### config.mk
export PLATFORM = sky130hd
export DESIGN_NAME = fpa_seq_core
export DESIGN_NICKNAME = d
export VERILOG_FILES = /design/src/rtl/fpa_seq_core.sv
export SDC_FILE = /design/constraint.sdc
export NUM_CORES = 1
export LEC_CHECK = 0
export CORE_MARGIN = 2
export CORE_UTILIZATION = 40
export DETAILED_ROUTE_END_ITERATION = 10
export SYNTH_ARGS = -nofsm -noshare
export SYNTH_HDL_FRONTEND = slang
export SYNTH_SLANG_ARGS = --single-unit
### constraint.sdc
create_clock -name clk -period 7.34 [get_ports clk]
set_input_delay 1.101 -clock clk [delete_from_list [all_inputs] [get_ports clk]]
set_output_delay 1.101 -clock clk [all_outputs]
set_load 0.005 [all_outputs]
### src/rtl/fpa_seq_core.sv
// Multi-cycle floating-point add/subtract engine with valid/ready handshakes.
// Alignment and normalisation advance one bit per cycle; rounding is truncation.
module fpa_seq_core #(
    parameter int EXP_W = 8,
    parameter int MAN_W = 23,
    localparam int W = EXP_W + MAN_W + 1
) (
    input  logic         clk,
    input  logic         clr,
    input  logic         in_valid,
    output logic         in_ready,
    input  logic [W-1:0] op_a,
    input  logic [W-1:0] op_b,
    input  logic         sub,
    output logic         out_valid,
    input  logic         out_ready,
    output logic [W-1:0] result,
    output logic         ovf,
    output logic         unf,
    output logic         zero,
    output logic         busy
);

    localparam int MW = MAN_W + 2;
    localparam logic [EXP_W-1:0] EXP_ONES = {EXP_W{1'b1}};
    localparam logic [EXP_W-1:0] EXP_ONE  = EXP_W'(1);

    localparam logic [2:0] S_IDLE  = 3'd0;
    localparam logic [2:0] S_LOAD  = 3'd1;
    localparam logic [2:0] S_ALIGN = 3'd2;
    localparam logic [2:0] S_ADD   = 3'd3;
    localparam logic [2:0] S_NORM  = 3'd4;
    localparam logic [2:0] S_DONE  = 3'd5;

    logic [2:0]       state_reg;
    logic [W-1:0]     a_reg, b_reg;
    logic             sub_reg;
    logic             sx_reg, sy_reg;
    logic [EXP_W-1:0] ex_reg, d_reg;
    logic [MW-1:0]    mx_reg, my_reg;
    logic [W-1:0]     res_reg;
    logic             ovf_reg, unf_reg, zero_reg;

    logic [EXP_W-1:0] a_exp, b_exp;
    logic [MW-1:0]    a_man, b_man;
    logic             a_inf, b_inf, b_sign, swap;
    logic [MW-1:0]    m_sum;
    logic [MW-1:0]    m_norm;
    logic [EXP_W-1:0] e_norm;
    logic             norm_ovf, norm_unf;

    // Operand decode: a zero exponent means the whole operand is zero.
    assign a_exp  = a_reg[W-2:MAN_W];
    assign b_exp  = b_reg[W-2:MAN_W];
    assign a_man  = (a_exp != '0) ? {2'b01, a_reg[MAN_W-1:0]} : '0;
    assign b_man  = (b_exp != '0) ? {2'b01, b_reg[MAN_W-1:0]} : '0;
    assign a_inf  = (a_exp == EXP_ONES);
    assign b_inf  = (b_exp == EXP_ONES);
    assign b_sign = b_reg[W-1] ^ sub_reg;
    assign swap   = (a_reg[W-2:0] < b_reg[W-2:0]);

    // mx >= my always holds after the magnitude swap, so the difference never wraps.
    assign m_sum = (sx_reg == sy_reg) ? (mx_reg + my_reg) : (mx_reg - my_reg);

    always_comb begin
        m_norm   = mx_reg;
        e_norm   = ex_reg;
        norm_ovf = 1'b0;
        norm_unf = 1'b0;
        if (mx_reg[MW-1]) begin
            m_norm   = mx_reg >> 1;
            e_norm   = ex_reg + 1'b1;
            norm_ovf = (e_norm == EXP_ONES);
        end else if (!mx_reg[MW-2]) begin
            m_norm   = mx_reg << 1;
            e_norm   = ex_reg - 1'b1;
            norm_unf = (ex_reg == EXP_ONE);
        end
    end

    always_ff @(posedge clk or posedge clr) begin
        if (clr) begin
            state_reg <= S_IDLE;
            a_reg     <= '0;
            b_reg     <= '0;
            sub_reg   <= 1'b0;
            sx_reg    <= 1'b0;
            sy_reg    <= 1'b0;
            ex_reg    <= '0;
            d_reg     <= '0;
            mx_reg    <= '0;
            my_reg    <= '0;
            res_reg   <= '0;
            ovf_reg   <= 1'b0;
            unf_reg   <= 1'b0;
            zero_reg  <= 1'b0;
        end else begin
            case (state_reg)
                S_IDLE: begin
                    if (in_valid) begin
                        a_reg     <= op_a;
                        b_reg     <= op_b;
                        sub_reg   <= sub;
                        state_reg <= S_LOAD;
                    end
                end
                S_LOAD: begin
                    ovf_reg  <= 1'b0;
                    unf_reg  <= 1'b0;
                    zero_reg <= 1'b0;
                    if (a_inf || b_inf) begin
                        res_reg   <= a_inf ? a_reg : b_reg;
                        ovf_reg   <= 1'b1;
                        state_reg <= S_DONE;
                    end else begin
                        if (swap) begin
                            sx_reg <= b_sign;
                            ex_reg <= b_exp;
                            mx_reg <= b_man;
                            sy_reg <= a_reg[W-1];
                            my_reg <= a_man;
                            d_reg  <= b_exp - a_exp;
                        end else begin
                            sx_reg <= a_reg[W-1];
                            ex_reg <= a_exp;
                            mx_reg <= a_man;
                            sy_reg <= b_sign;
                            my_reg <= b_man;
                            d_reg  <= a_exp - b_exp;
                        end
                        state_reg <= (a_exp != b_exp) ? S_ALIGN : S_ADD;
                    end
                end
                S_ALIGN: begin
                    my_reg <= my_reg >> 1;
                    d_reg  <= d_reg - 1'b1;
                    if ((d_reg == EXP_ONE) || (my_reg[MW-1:1] == '0))
                        state_reg <= S_ADD;
                end
                S_ADD: begin
                    mx_reg <= m_sum;
                    if (m_sum == '0) begin
                        res_reg   <= '0;
                        zero_reg  <= 1'b1;
                        state_reg <= S_DONE;
                    end else if (m_sum[MW-1] || !m_sum[MW-2]) begin
                        state_reg <= S_NORM;
                    end else begin
                        res_reg   <= {sx_reg, ex_reg, m_sum[MAN_W-1:0]};
                        state_reg <= S_DONE;
                    end
                end
                S_NORM: begin
                    if (norm_ovf) begin
                        res_reg   <= {sx_reg, EXP_ONES, {MAN_W{1'b0}}};
                        ovf_reg   <= 1'b1;
                        state_reg <= S_DONE;
                    end else if (norm_unf) begin
                        res_reg   <= {sx_reg, {(W-1){1'b0}}};
                        unf_reg   <= 1'b1;
                        state_reg <= S_DONE;
                    end else begin
                        mx_reg <= m_norm;
                        ex_reg <= e_norm;
                        if (m_norm[MW-1:MW-2] == 2'b01) begin
                            res_reg   <= {sx_reg, e_norm, m_norm[MAN_W-1:0]};
                            state_reg <= S_DONE;
                        end
                    end
                end
                S_DONE: begin
                    if (out_ready) begin
                        ovf_reg   <= 1'b0;
                        unf_reg   <= 1'b0;
                        zero_reg  <= 1'b0;
                        state_reg <= S_IDLE;
                    end
                end
                default: state_reg <= S_IDLE;
            endcase
        end
    end

    // Result and flags are only presented while the result is being offered.
    assign in_ready  = (state_reg == S_IDLE);
    assign busy      = (state_reg != S_IDLE);
    assign out_valid = (state_reg == S_DONE);
    assign result    = out_valid ? res_reg : '0;
    assign ovf       = out_valid & ovf_reg;
    assign unf       = out_valid & unf_reg;
    assign zero      = out_valid & zero_reg;

endmodule

# --- Word level (Yosys, flattened, before mapping) ---
# Index checks and enable logic that the tools add are counted.
classes:
  eq_ne: 25
  order_cmp: 1
  muxes: 57
  n_bitwise: 5
  n_addsub: 7
  reduce_logical: 25
op_table:
  columns: ["operator", "n"]
  rows:
  - ["two-way mux 32 bit", 8]
  - ["two-way mux 25 bit", 6]
  - ["two-way mux 24 bit", 5]
  - ["one-hot mux 32 bit (3 select lines)", 1]
  - ["one-hot mux 25 bit (3 select lines)", 1]
  - ["two-way mux 8 bit", 8]
  - ["one-hot mux 25 bit (2 select lines)", 1]
  - ["one-hot mux 8 bit (2 select lines)", 2]
  - ["less-than comparator 31 bit", 1]
  - ["adder 25 bit", 1]
  - ["logical NOT 25 bit", 1]
  - ["subtractor 25 bit", 1]
  - ["equality test 8 bit, second input constant", 3]
  - ["logical NOT 24 bit", 1]
  - ["two-way mux 3 bit", 7]
  - ["AND reduction 4 bit", 5]
  - ["inequality test 2 bit, second input constant", 9]
  - ["one-hot mux 3 bit (6 select lines)", 1]
  - ["equality test 8 x 1 -> 1 bit, second input constant", 2]
  - ["nonzero test 8 bit", 2]
  - ["subtractor 8 x 1 -> 8 bit, second input constant", 2]
  - ["subtractor 8 bit", 2]
  - ["two-way mux 1 bit", 14]
  - ["nonzero test 3 bit", 4]
  - ["20 further kinds", 32]
word_totals:
  output_inout_bits: 38
  reg_bits: 171
  input_bits: 69
  wordCells: 134

# --- Logic depth before layout (Yosys ltp) ---
# Gate-level depths: netlist (run 1).
depth:
  depth_word: 7
  depth_mapped: 21
  ltp_nobuf: 18

# --- Worst setup path after synthesis (run 1) ---
# Ideal clock, no wire load.
synth_path:
  kind: "reg-to-reg"
  from: "reg my_reg[6]"
  to: "reg res_reg[27]"
  period_less_slack_ns: 4.513
  arrival_time_ns: 4.383
  setup_time_ns: 0.130
  path_buffers: 3
  path_stages_with_launch: 21
  path_slack_ns: 2.827
  path_cell_list: "dfrtp_1 buf_2 nor4_1 nand2_1 or3_1 nor2_1 a21oi_1 xor2_1 ha_1 clkbuf_8 a21o_1 a21o_1 nor2_1 o2111ai_1 a31oi_1 xnor2_1 nor2_1 or4_1 buf_2 a2111oi_2 a2bb2oi_1"
synth_between:
  elab_chain_cells: 6
synth_lines:
  columns: ["element", "line", "source"]
  rows:
  - ["start, declared", "40", "logic [MW-1:0] mx_reg, my_reg;"]
  - ["start signal, assigned", "121", "my_reg <= a_man;"]
  - ["start signal, assigned", "128", "my_reg <= b_man;"]
  - ["start signal, assigned", "135", "my_reg <= my_reg >> 1;"]
  - ["subtractor 25 bit / adder 25 bit (equally long branches)", "63", "assign m_sum = (sx_reg == sy_reg) ? (mx_reg + my_reg) : (mx_reg - my_reg);"]
  - ["two-way mux 25 bit (*)", "63", null]
  - ["branches (longest 4 deep; another with logical NOT 25 bit)", null, null]
  - ["end signal, assigned", "149", "res_reg <= {sx_reg, ex_reg, m_sum[MAN_W-1:0]};"]
  - ["end signal, assigned", "155", "res_reg <= {sx_reg, EXP_ONES, {MAN_W{1'b0}}};"]
  - ["end signal, assigned", "159", "res_reg <= {sx_reg, {(W-1){1'b0}}};"]
  - ["end, declared", "41", "logic [W-1:0] res_reg;"]
# Mark *: on every way between the ends.
# A chain may end at the register's enable or synchronous reset.

# --- Worst setup path in the final report (run 1) ---
layout_path:
  from: "reg my_reg[6]"
  to: "reg res_reg[13]"
# The elaborated chain is that of the path after synthesis.

==> results.md, run 1 <==
| Stage | Parameter | Reported |
|:---|:---|:---|
| setup path | Required time of the critical path | 7.67 ns |
| cells and area | Share of final-layout standard cells stronger than drive strength 1 | 8.08% |
| synth | Most used DFF post-synth | dfrtp_1 |
| synth | Number of synthesized flops with an enable pin | 0 |
| global routing | GR Overflow Total | 0 |
| synth | Number of storage elements in the synthesis netlist | 170 |
| synth | Sequential cell area fraction in the yosys report | 32.7% |
| detailed routing | Number of vias per cell | 5.94 |
| sta | Setup TNS Final | 0 ns |
| synth | Average footprint of a synthesized cell | 8.31 sq um |
| die | Ports | 107 |
| global routing | Antenna violations before repair | 0 |
| detailed routing | Final routed wirelength across all metal layers | 41.4 mm |
| sta | Post-layout min period | 5.60 ns |
| die | Die Footprint | 0.0340 sq mm |
| setup path | Crit path max fanout | 47 |
| synth | Number of warnings issued by yosys | 0 |
| cells and area | Register Area | 0.00425 sq mm |
| die | Die Width | 184 um |
| sta | Final hold violations | 0 |
| sta | Largest clock skew in the final design | 0.0117 ns |
| sta | Max Freq | 179 MHz |
| status | Result of the run | complete, no violations |
| cells and area | Number of inserted diodes | 0 |
| setup path | Crit Path Category | register to register |
| sta | Worst slew margin | 26.2% |
| clock network | Maximum clock insertion buffer count | 2 |
| clock network | Post-cts hold buffer count | 0 |
| setup path | Endpoint of the most critical setup path | res_reg[13]$_DFFE_PP0P_ |
| global routing | Global-route wire length before repair | 64.7 mm |
| synth | Leading post-synthesis cells by cell area | dfrtp_1 33%, ha_1 6.5%, o21ai_0 5.7% |
| setup path | Worst R2R Setup Slack | 1.74 ns |
| sta | Number of pins exceeding their max-slew limit in the final report | 0 |
| clock network | CTS buffer count | 17 |
| setup path | Critical register-to-register path startpoint | my_reg[6]$_DFFE_PP0P_ |
| synth | Area share of the leading cell type in the synthesized netlist | 32.7% |
| clock network | Clock-pin slew on the worst setup and hold paths | 0.07 ns |
| synth | Synth Instances | 1567 |
| placed design | HPWL Detailed | 31.0 mm |
| synth | Cell types with the highest counts after synthesis | 172 x nand2_1, 170 x dfrtp_1, 147 x o21ai_0, 120 x nor2_1, 107 x a21oi_1 |
| synth | Async set or reset register ratio after synthesis | 100% |
| die | Number of standard-cell rows in the floorplan | 66 |
| cells and area | Area grow syn2layout | 14.0% |
| setup path | Category of the worst setup path capture point | register |
| placed design | Placer Congestion | 0.941 |
| synth | Most common cell in the synthesized netlist | nand2_1 |
| cells and area | Fill cell count | 3197 |
| synth | Number of distinct standard cells referenced by the synthesized netlist | 95 |
| setup path | Category of the worst setup path launch point | register |
| flow run | Reported max-cap violation count | 0 |
| detailed routing | DR vias | 12300 |
| hold path | Cell depth of the worst min-delay path | 2 |
| hold path | Class of the most critical hold timing path | register to register |
| detailed routing | Drt first-iter violations | 1446 |
| sta | Unrepaired setup endpoints after global routing | no |
| sta | Share of the clock period used by the worst path | 76.3% |
| die | Placeable core region | 0.0323 sq mm |
| clock network | CTS tree | built |
| global routing | Number of global-route vias before repair | 11300 |
| clock network | Clock insertion delay at the later pin of the skew report | 0.45 ns |
| clock network | Clk sink count | 170 |
| clock network | Number of cells upsized or downsized after cts | 0 |
| setup path | CP arrival | 5.93 ns |
| global routing | Overall global routing resource usage | 24.6% |
| cells and area | Post-layout nets | 1748 |
| setup path | Terminus of the critical flop-to-flop path | res_reg[13]$_DFFE_PP0P_ |
| synth | Cell type contributing the most total cell area after synthesis | dfrtp_1 |
| die | Starting density of the core | 40.3% |
| synth | Summed instance area of the synthesized netlist | 0.0130 sq mm |
| clock network | CTS H-tree depth | 4 |
| global routing | Maximum number of pins on one net before global-route repair | 102 |
| die | Die Ht | 184 um |
| setup path | Worst Reg2Reg Path Length in Cells | 17 |
| placed design | Port Buffer Count | 106 |
| hold path | Startpoint of the tightest hold check path | res_reg[19]$_DFFE_PP0P_ |
| sta | Final number of setup-violating endpoints | 0 |
| setup path | Worst Setup SP | my_reg[6]$_DFFE_PP0P_ |
| clock network | Cell chosen for the clock root | clkbuf_16 |
| cells and area | Multi-input combinational cell area | 0.00800 sq mm |
| detailed routing | Residual DRC count | 0 |
| detailed routing | Wirelength per Cell | 20.1 um |
| clock network | Number of buffers inserted to repair setup after CTS | 0 |
| synth | Net count after synthesis | 1707 |
| detailed routing | Total iterations of the first detailed-routing run | 7 |
| detailed routing | Antenna viol nets, final | 0 |
| sta | Actual transition at the worst max-transition pin | 1.10 ns |
-- worst min path at each step --
stage / slack, ns / endpoint
floorplan: 0.44 / res_reg[0]$_DFFE_PP0P_
detailed placement: 0.46 / res_reg[6]$_DFFE_PP0P_
global route: 0.50 / res_reg[16]$_DFFE_PP0P_
CTS: 0.48 / res_reg[6]$_DFFE_PP0P_
finish: 0.47 / res_reg[19]$_DFFE_PP0P_
global placement: 0.46 / res_reg[20]$_DFFE_PP0P_
-- cell families after synthesis --
kind of cell | after synthesis | share of synthesized area [%]
adders and majority gates | 71 | 7.00
and+or+nand+nor | 528 | 19.5
xor gates and xnor gates | 52 | 3.50
AOI/OAI and AO/OA | 494 | 24.9
muxes | 78 | 6.35
DFF | 170 | 32.7
buffers and inverters | 174 | 6.07
-- routing by layer --
layer / vias up / GRT usage (%) / part of all wire (%)
met3: 40 / 3.06 / 6.4
met1: 5950 / 38.7 / 50
met5: - / 0 / 0
met2: 456 / 35.7 / 42
li1: 5817 / - / -
met4: 0 / 5.15 / 1.2
-- worst max-delay path, cell delays in order, from the launching register on --
cell and delay [ns]:
dfrtp_1 0.45, nor4_1 0.61, nand2_1 0.14, or3_1 0.45
nand2b_1 0.19, o41ai_1 0.32, xnor2_1 0.23, ha_1 0.37
a21oi_1 0.16, o21ai_0 0.13, a2111oi_0 0.40, nand3_1 0.13
nand3_1 0.36, nand4_1 0.19, nor4_2 0.52, o221ai_4 0.17
buf_4 0.29, mux2_4 0.33
-- cell type report --
cell class / instances / share of cell area, %
clock buffer: 18 / 2.89
sequential: 170 / 28.7
inverter: 69 / 1.78
clock inverter: 14 / 0.767
tap: 442 / 3.73
multi-input combinational: 1223 / 53.9
timing repair buffer: 127 / 8.21
-- cell usage in the layout (no fill, tap or decap), types with 11 or more instances in the layout --
cell type          n
a41oi_1           12
o21ai_1           12
inv_1             66
nor3_1            18
xnor2_1           29
nor2_1           117
o21a_1            11
mux2i_1           47
a211oi_1          11
nand2_1          172
a21o_1            16
a31oi_1           41
a21oi_1          107
nand4_1           24
o22ai_1           16
clkdlybuf4s50_1  106
ha_1              68
clkbuf_16         17
o21ai_0          147
mux2_2            29
xor2_1            23
and3_1            27
a221o_1           22
nand3_1           68
and2_1            40
dfrtp_1          170
buf_4             21
-- metrics by stage --
| step | setup WS, ns | utilization (%) | cell area, sq um | instances | hold WS [ns] |
|---|---|---|---|---|---|
| final | 1.74 | 46.0 | 14800 | 2063 | 0.471 |
| after global routing | 1.18 | 46.0 | 14800 | 2063 | 0.503 |
| after CTS | 1.76 | 46.0 | 14800 | 2063 | 0.479 |
| after detailed placement | 1.78 | 44.3 | 14300 | 2031 | 0.462 |
| after global placement | 1.88 | 44.3 | 14300 | 2031 | 0.456 |
| after floorplan | 1.64 | - | 13000 | 1567 | 0.441 |
Power of run 1 is left out: the tool's default activity adds up to more than one toggle a clock period on the data nets, which glitch-free logic cannot reach.
==> run 2, diff against run 1 <==
Clock period 7.34 ns to 4.8 ns, I/O delays scaled along.
==> results.md, run 2 (same netlist as run 1, synthesis figures left out) <==
| Stage | Parameter | Reported | Delta |
|:---|:---|:---|:---|
| hold path | Cell depth of the worst min-delay path | 2 | unchanged |
| sta | Actual transition at the worst max-transition pin | 1.12 ns | +0.0157 ns |
| sta | Setup TNS Final | 0 ns | unchanged |
| detailed routing | DR vias | 12500 | +1.7% |
| detailed routing | Wirelength per Cell | 20.4 um | +1.7% |
| status | Result of the run | complete, no violations |  |
| setup path | Crit path buffers/inverters | 2 | +1 |
| detailed routing | Drt first-iter violations | 1476 | +2.1% |
| setup path | Category of the worst setup path capture point | register |  |
| setup path | Cell class contributing the biggest share of worst-path delay | compound AO/OA/AOI/OAI gates |  |
| setup path | CP arrival | 4.97 ns | -0.96 ns |
| setup path | Endpoint of the most critical setup path | res_reg[15]$_DFFE_PP0P_ |  |
| setup path | Terminus of the critical flop-to-flop path | res_reg[15]$_DFFE_PP0P_ |  |
| die | Ports | 107 | unchanged |
| flow run | Reported max-cap violation count | 0 | unchanged |
| placed design | Port Buffer Count | 106 | unchanged |
| sta | Final number of setup-violating endpoints | 0 | unchanged |
| sta | Post-layout min period | 4.63 ns | -0.970 ns |
| cells and area | Area grow syn2layout | 20.2% |  |
| die | Die Width | 184 um | unchanged |
| clock network | Cell chosen for the clock root | clkbuf_16 |  |
| sta | Largest clock skew in the final design | 0.0113 ns | -0.000450 ns |
| cells and area | Top library cells by usage in the layout, fill and taps aside | 171 x nand2_1, 168 x dfrtp_1, 139 x o21ai_0 |  |
| hold path | Startpoint of the tightest hold check path | res_reg[14]$_DFFE_PP0P_ |  |
| cells and area | Post-layout instance count excluding filler cells | 2107 | +2.1% |
| global routing | Overall global routing resource usage | 25.2% | +0.61 points |
| global routing | Global-route wire length before repair | 66.5 mm | +2.8% |
| setup path | Worst Setup SP | my_reg[4]$_DFFE_PP0P_ |  |
| clock network | Clock-pin slew on the worst setup and hold paths | 0.08 ns | about the same |
| sta | Final hold violations | 0 | unchanged |
| die | Die Footprint | 0.0340 sq mm | unchanged |
| setup path | Worst R2R Setup Slack | 0.17 ns | -1.57 ns |
| hold path | Class of the most critical hold timing path | register to register |  |
| placed design | HPWL Detailed | 31.8 mm | +2.5% |
| sta | Share of the clock period used by the worst path | 96.5% | +20 points |
| global routing | Maximum number of pins on one net before global-route repair | 171 | +68% |
| setup path | Cell-by-cell trace of the critical path | nor2_4 -> nand3_1 -> o41ai_2 -> xnor2_1 -> ha_2 -> nand4_1 -> a2111oi_4 -> nand4_2 -> a31o_1 -> a221oi_2 -> o2111ai_2 -> nor4_2 -> buf_4 -> o221ai_4 -> clkbuf_16 -> nand2_1 -> o21ai_1 |  |
| clock network | Maximum clock insertion buffer count | 2 | unchanged |
| die | Starting density of the core | 40.3% | unchanged |
| setup path | Critical register-to-register path startpoint | my_reg[4]$_DFFE_PP0P_ |  |
| cells and area | Post-layout util | 48.5% | +2.5 points |
| setup path | Category of the worst setup path launch point | register |  |
| detailed routing | Residual DRC count | 0 | unchanged |
| detailed routing | Total iterations of the first detailed-routing run | 6 | -1 |
| placed design | Placer Congestion | 0.899 | -4.5% |
| die | Number of standard-cell rows in the floorplan | 66 | unchanged |
| cells and area | Post-layout nets | 1792 | +2.5% |
| die | Placeable core region | 0.0323 sq mm | unchanged |
| clock network | CTS H-tree depth | 4 | unchanged |
| sta | Max Freq | 216 MHz | +21% |
| setup path | Required time of the critical path | 5.13 ns | -2.54 ns |
| setup path | Crit Path Category | register to register |  |
| detailed routing | Number of vias per cell | 5.92 | -0.40% |
| clock network | CTS tree | built |  |
| setup path | Slowest library cell on the worst path | a2111oi_4 |  |
| cells and area | Number of inserted diodes | 0 | unchanged |
| sta | Worst slew margin | 25.3% | -0.87 points |
| global routing | GR Overflow Total | 0 | unchanged |
| clock network | Post-cts hold buffer count | 0 | unchanged |
| global routing | Number of global-route vias before repair | 11400 | +0.89% |
| detailed routing | Final routed wirelength across all metal layers | 43.0 mm | +3.8% |
| setup path | Crit path max fanout | 8 | -83% |
| cells and area | Most common library cell in the layout ignoring fill and taps | nand2_1 |  |
| clock network | Clk sink count | 170 | unchanged |
| setup path | Slowest cell delay on critical path | 0.53 ns | -0.08 ns |
| setup path | Worst Reg2Reg Path Length in Cells | 17 | unchanged |
| detailed routing | Antenna viol nets, final | 0 | unchanged |
| die | Die Ht | 184 um | unchanged |
| cells and area | Share of final-layout standard cells stronger than drive strength 1 | 13.7% | +5.6 points |
| clock network | Clock insertion delay at the later pin of the skew report | 0.45 ns | about the same |
| placed design | Placed Cells | 2067 | +1.8% |
| sta | Number of pins exceeding their max-slew limit in the final report | 0 | unchanged |
| global routing | Antenna violations before repair | 0 | unchanged |
| setup path | Logic depth of the worst setup path including buffers | 17 | unchanged |
| clock network | CTS buffer count | 17 | unchanged |
[run 2: cell count changes in the layout (fill, tap and decap cells not counted), sizes merged]
cell,before,now
buf,21,62
bufinv,0,2
clkbuf,18,20
inv,76,74
o221ai,6,7
[run 2: per-layer routing]
metal	vias up	GRT usage [%]	part of all wire, %
met5	-	0	0
met4	0	5.95	1.5
met3	47	3.58	6.6
met2	473	35.8	42
met1	6042	39.8	50
li1	5912	-	-
[run 2: metrics by stage]
stage	worst slack [ns]	area, sq um	hold WS (ns)
final	0.168	15600	0.474
after detailed placement	0.000742	14600	0.468
after CTS	0.0121	15200	0.485
after floorplan	0.287	13000	0.441
after global routing	-0.0704	15600	0.515
after global placement	0.0573	14600	0.459
[run 2: repair_timing]
action | in CTS | in global routing
pin swaps | 0 | 11
cloned | 0 | 4
buffers inserted | 0 | 4
endpoints found under the setup margin | 8 | 33
resized for setup | 3 | 77
[run 2: worst min path at each step]
stage,endpoint,slack [ns]
floorplan,res_reg[0]$_DFFE_PP0P_,0.44
global placement,res_reg[7]$_DFFE_PP0P_,0.46
detailed placement,res_reg[1]$_DFFE_PP0P_,0.47
CTS,res_reg[1]$_DFFE_PP0P_,0.48
global route,res_reg[1]$_DFFE_PP0P_,0.52
finish,res_reg[14]$_DFFE_PP0P_,0.47
[run 2: final cells by class]
type	count	area (sq um)
timing repair buffer	170	1650
tap	442	553
inverter	69	265
sequential	170	4260
clock inverter	14	161
multi-input combinational	1224	8330
clock buffer	18	429
fill	3115	16600
[run 2: worst register-to-register path: stages (launching register included)]
cell and delay (ns):
dfrtp_1 0.46, nor2_4 0.18, nand3_1 0.20, o41ai_2 0.30
xnor2_1 0.20, ha_2 0.43, nand4_1 0.16, a2111oi_4 0.53
nand4_2 0.21, a31o_1 0.27, a221oi_2 0.24, o2111ai_2 0.19
nor4_2 0.29, buf_4 0.20, o221ai_4 0.24, clkbuf_16 0.29
nand2_1 0.06, o21ai_1 0.06
Power of run 2 is left out for the same reason.
